$ cat config.mk
export PLATFORM = sky130hd
export DESIGN_NAME = load_store_unit
export DESIGN_NICKNAME = d
export VERILOG_FILES = /design/src/rtl/load_store_unit.sv
export SDC_FILE = /design/constraint.sdc
export NUM_CORES = 1
export LEC_CHECK = 0
export CORE_ASPECT_RATIO = 1.5
export CORE_MARGIN = 2
export CORE_UTILIZATION = 40
export DETAILED_ROUTE_END_ITERATION = 8
export PLACE_DENSITY_LB_ADDON = 0.08
export SLEW_MARGIN = 20
export SYNTH_ARGS = -nofsm -noshare
export SYNTH_HDL_FRONTEND = slang
export SYNTH_SLANG_ARGS = --single-unit
$ cat constraint.sdc
create_clock -name clk_i -period 1.9 [get_ports clk_i]
set_input_delay 0.38 -clock clk_i [delete_from_list [all_inputs] [get_ports clk_i]]
set_output_delay 0.38 -clock clk_i [all_outputs]
set_load 0.005 [all_outputs]
$ cat src/rtl/load_store_unit.sv
// Load/store sequencer for the byte-addressed data memory port.
// Byte/half stores are done as read-modify-write since the memory always writes a full word.
module load_store_unit #(
   parameter int MEM_BYTES    = 32,
   parameter bit STRICT_ALIGN = 1'b1
) (
   input  logic        clk_i,
   input  logic        rst_i,
   input  logic        req_valid_i,
   output logic        req_ready_o,
   input  logic        req_we_i,
   input  logic [1:0]  req_size_i,
   input  logic        req_signed_i,
   input  logic [31:0] req_addr_i,
   input  logic [31:0] req_wdata_i,
   output logic        resp_valid_o,
   output logic [31:0] resp_rdata_o,
   output logic        resp_err_o,
   output logic [31:0] mem_addr_o,
   output logic [31:0] mem_data_o,
   output logic        mem_read_o,
   output logic        mem_write_o,
   input  logic [31:0] mem_data_i
);

   typedef enum logic [2:0] {
      S_IDLE, S_LOAD, S_STORE, S_RMW_RD, S_RMW_WR, S_DONE
   } state_t;

   localparam logic [1:0]  SZ_BYTE = 2'b00;
   localparam logic [1:0]  SZ_HALF = 2'b01;
   localparam logic [1:0]  SZ_WORD = 2'b10;
   localparam logic [32:0] LIMIT   = 33'(MEM_BYTES);

   state_t      state_q, state_d;
   logic        we_q, we_d;
   logic [1:0]  size_q, size_d;
   logic        signed_q, signed_d;
   logic [31:0] addr_q, addr_d;
   logic [31:0] wdata_q, wdata_d;
   logic [31:0] result_q, result_d;
   logic        err_q, err_d;

   logic [32:0] end_addr;
   logic        oob, misalign, fault;

   // 33-bit sum so an address near 2^32 cannot wrap into range
   always_comb begin
      end_addr = {1'b0, req_addr_i} + 33'd3;
      oob      = (end_addr >= LIMIT);
      misalign = STRICT_ALIGN &&
                 (((req_size_i == SZ_HALF) && req_addr_i[0]) ||
                  ((req_size_i == SZ_WORD) && (req_addr_i[1:0] != 2'b00)));
      fault    = (req_size_i == 2'b11) || oob || misalign;
   end

   always_comb begin
      state_d      = state_q;
      we_d         = we_q;
      size_d       = size_q;
      signed_d     = signed_q;
      addr_d       = addr_q;
      wdata_d      = wdata_q;
      result_d     = result_q;
      err_d        = err_q;
      req_ready_o  = 1'b0;
      resp_valid_o = 1'b0;
      resp_rdata_o = '0;
      resp_err_o   = 1'b0;
      mem_addr_o   = '0;
      mem_data_o   = '0;
      mem_read_o   = 1'b0;
      mem_write_o  = 1'b0;
      case (state_q)
         S_IDLE: begin
            req_ready_o = 1'b1;
            if (req_valid_i) begin
               we_d     = req_we_i;
               size_d   = req_size_i;
               signed_d = req_signed_i;
               addr_d   = req_addr_i;
               wdata_d  = req_wdata_i;
               result_d = '0;
               err_d    = 1'b0;
               if (fault) begin
                  err_d   = 1'b1;
                  state_d = S_DONE;
               end else if (!req_we_i) begin
                  state_d = S_LOAD;
               end else if (req_size_i == SZ_WORD) begin
                  state_d = S_STORE;
               end else begin
                  state_d = S_RMW_RD;
               end
            end
         end
         S_LOAD: begin
            mem_read_o = 1'b1;
            mem_addr_o = addr_q;
            case (size_q)
               SZ_BYTE: result_d = {{24{signed_q & mem_data_i[7]}}, mem_data_i[7:0]};
               SZ_HALF: result_d = {{16{signed_q & mem_data_i[15]}}, mem_data_i[15:0]};
               default: result_d = mem_data_i;
            endcase
            state_d = S_DONE;
         end
         S_STORE: begin
            mem_write_o = 1'b1;
            mem_addr_o  = addr_q;
            mem_data_o  = wdata_q;
            state_d     = S_DONE;
         end
         S_RMW_RD: begin
            mem_read_o = 1'b1;
            mem_addr_o = addr_q;
            // merged word overwrites the latched store data; result stays 0 for stores
            if (size_q == SZ_BYTE) wdata_d = {mem_data_i[31:8], wdata_q[7:0]};
            else                   wdata_d = {mem_data_i[31:16], wdata_q[15:0]};
            state_d = S_RMW_WR;
         end
         S_RMW_WR: begin
            mem_write_o = 1'b1;
            mem_addr_o  = addr_q;
            mem_data_o  = wdata_q;
            state_d     = S_DONE;
         end
         S_DONE: begin
            resp_valid_o = 1'b1;
            resp_rdata_o = result_q;
            resp_err_o   = err_q;
            state_d      = S_IDLE;
         end
         default: state_d = S_IDLE;
      endcase
   end

   always_ff @(posedge clk_i or negedge rst_i) begin
      if (!rst_i) begin
         state_q  <= S_IDLE;
         we_q     <= 1'b0;
         size_q   <= 2'b00;
         signed_q <= 1'b0;
         addr_q   <= '0;
         wdata_q  <= '0;
         result_q <= '0;
         err_q    <= 1'b0;
      end else begin
         state_q  <= state_d;
         we_q     <= we_d;
         size_q   <= size_d;
         signed_q <= signed_d;
         addr_q   <= addr_d;
         wdata_q  <= wdata_d;
         result_q <= result_d;
         err_q    <= err_d;
      end
   end

endmodule
==> reports/summary.txt <==
outcome = complete, but fails checks
failing checks = negative setup slack
post-synthesis instance total = 642
crit path kind = flop to primary output
count leader, synth = nand2_1
IO Pins = 204
Clock Sink Count = 103
mapped cell area = 5430 um^2
latest clock arrival within the worst-skew pair = 0.36 ns
nature of the critical path startpoint = flop
Layout Nets = 1,030
Post-CTS Hold Fix Bufs = 0
final setup fails = 103
Final ANT Viol Nets = 0
register area share after synthesis = 0.475
# diodes = 0
root buffer cell = clkbuf_16
overall global routing resource usage = 0.249
core area = 13,400 um^2
Cells after DPL = 1,033
RSZ-0062 raised after global routing = yes
Tcrit/Tclk final = 1.20
TritonCTS clock tree = yes
Worst Hold Class = input pin to async pin
Max Freq = 438 MHz
Register Area = 2580 um^2
Initial DRT Pass Iterations = 5
Worst Skew = 0.00855 ns
Post-synth EDFFs = 0
routability cong. = 0.929
Worst-Margin Slew = 0.576 ns
Worst Path Arrival = 1.90 ns
number of distinct library cells after synthesis = 46
htree depth = 3
flops & latches, synth = 103
largest net degree at the start of global routing = 104
initial antenna violation count = 0
Worst Setup End Kind = primary output
Critical Path Most Common Cell = buf_6
share of layout cells above drive strength 1 = 0.387
WP data required = 1.52 ns
vias in the first global route = 5,831
DRC viols = 0
final worst slack = -0.382 ns
Synth area leaders = dfrtp_1 (48%), nand2_1 (13%), and2_1 (11%)
R2R Path Start = state_q[2]
Buffers on Ports = 203
min Tclk post-route = 2.28 ns
final instance area = 9360 um^2
R2R cell count = 8
area leader, netlist = dfrtp_1
die width = 99.1 um
Crit-path slowest cell = dfrtp_1
die height = 147 um
top-area cell type share of the netlist area = 0.475
dpl cell area = 8080 um^2
synth warn = 0
crit path cell chain = xnor2_2 -> nor2_4 -> or2_4 -> buf_16 -> buf_6 -> and2_4 -> buf_6
Initial Utilization = 0.405
relative slew slack = 0.616
die area = 14,500 um^2
CP max FO = 5
Post-synth top cells = nand2_1 (187), dfrtp_1 (103), and2_1 (99)
Critical path origin = state_q[2]
worst vdd ir = 676 uV
WL per Instance = 17.9 um
post-synthesis async set-or-reset flop share = 1.00
CTS buffer count = 9
Clk pin slew, worst setup/hold paths = 0.07 ns
critical path's largest stage delay = 0.42 ns
Mean Syn Cell Area = 8.45 um^2
first-pass GRT wire length = 28,800 um
max_cap viols = 0
Non-Filler Instances = 1,094
area delta synth->final = 72.4%
Final Max Slew Viols = 0
Main synth FF type = dfrtp_1
FP Rows = 52
fillers = 1,058
1st-iter DRT viols = 179
Final Util = 0.698
Net Count, Synth = 745
Routed WL = 19,500 um
area of the multi-input gates = 3070 um^2
pwr dens = 1390 nW/um^2
Via-to-Cell Ratio = 5.32
total gr overflow = 0
leakage = 4.61 nW
Final Hold Fails = 0
Max clock buf depth = 2
Detail Placement HPWL = 12,400 um
Vias = 5,820
[path summary, 6_finish.rpt]
kind	end	slack, ns
worst max-delay path	mem_addr_o[23]	-0.38
worst min-delay path	wdata_q[18]	0.07
worst max register to register	result_q[12]	0.11
worst min register to register	wdata_q[0]	0.46
max in group asynchronous	addr_q[15]	1.38
min in group clk_i	addr_q[0]	0.26
[layout make-up]
class | count | area share
clock buffers | 9 | 0.0241
inverters | 3 | 0.00134
clock inverters | 7 | 0.00682
flip-flops and latches | 103 | 0.276
well taps | 162 | 0.0217
repair buffers | 314 | 0.343
multi-input cells | 496 | 0.328
[registers in the layout, summed over array words and instances (netlist names)]
name      cells
addr_q       32
result_q     32
wdata_q      32
state_q       3
size_q        2
err_q         1
signed_q      1
[critical path, delay by kind of cell (launching register included)]
family	cells	cell delay, ns
buffers and inverters	3	0.38
AND/OR/NAND/NOR	3	0.52
flip-flops	1	0.42
XOR/XNOR	1	0.22
[metrics by stage]
stage,hold slack (ns),setup TNS [ns],setup WS (ns),power [mW]
finish,0.0698,-22.95,-0.382,13.0
CTS,0.108,-29.29,-0.505,11.9
global placement,0.441,-23.50,-1.10,8.61
floorplan,0.0844,-1.52,-0.397,6.00
detailed placement,0.449,-28.16,-1.20,8.76
global route,0.126,-29.98,-0.462,13.8
[power by group]
part	total (mW)	internal [mW]	switching (mW)
clock network	1.83	0.920	0.912
registers	3.68	3.15	0.530
logic	7.47	4.37	3.10
total	13.0	8.44	4.54
[kinds of logic (layout without fill, tap and decap cells)]
kind of cell / Yosys count / count (layout) / share of synthesized area
DFF: 103 / 103 / 0.475
AOI/OAI and AO/OA: 97 / 97 / 0.124
and+or+nand+nor: 386 / 386 / 0.347
muxes: 12 / 12 / 0.0226
buffers and inverters: 43 / 333 / 0.0298
xor gates and xnor gates: 1 / 1 / 0.00161
[layout by cell type, fill, tap and decap left out, types with 5 or more instances in the layout]
master	count
nand2_1	183
dfrtp_1	103
buf_6	102
and2_4	79
clkdlybuf4s50_1	75
buf_4	68
nor2_1	24
and2_1	20
o21ai_0	20
nand2b_1	20
clkbuf_2	20
nand3_1	19
a31oi_1	19
a22o_1	16
a21oi_1	13
clkbuf_16	13
mux2i_1	10
a31o_2	8
dlymetal6s2s_1	8
clkdlybuf4s15_2	8
buf_12	8
nand4_1	6
buf_8	6
buf_2	5
[repair_timing]
action                                  in CTS  in global routing
pin swaps                                   52                 51
buffers inserted                            22                 18
endpoints found under the setup margin     127                159
cloned                                       4                  7
gates resized for setup                    458                209
endpoints found under the hold margin        0                  0
[routing by layer]
layer  vias to the layer above  part of all wire  track usage
met5                         -                 0            0
met3                        51             0.056       0.0555
li1                       2740                 -            -
met4                         0             0.035       0.0993
met2                       214              0.55        0.457
met1                      2815              0.35        0.273
Note: power is estimated with default switching activity, not from simulation.
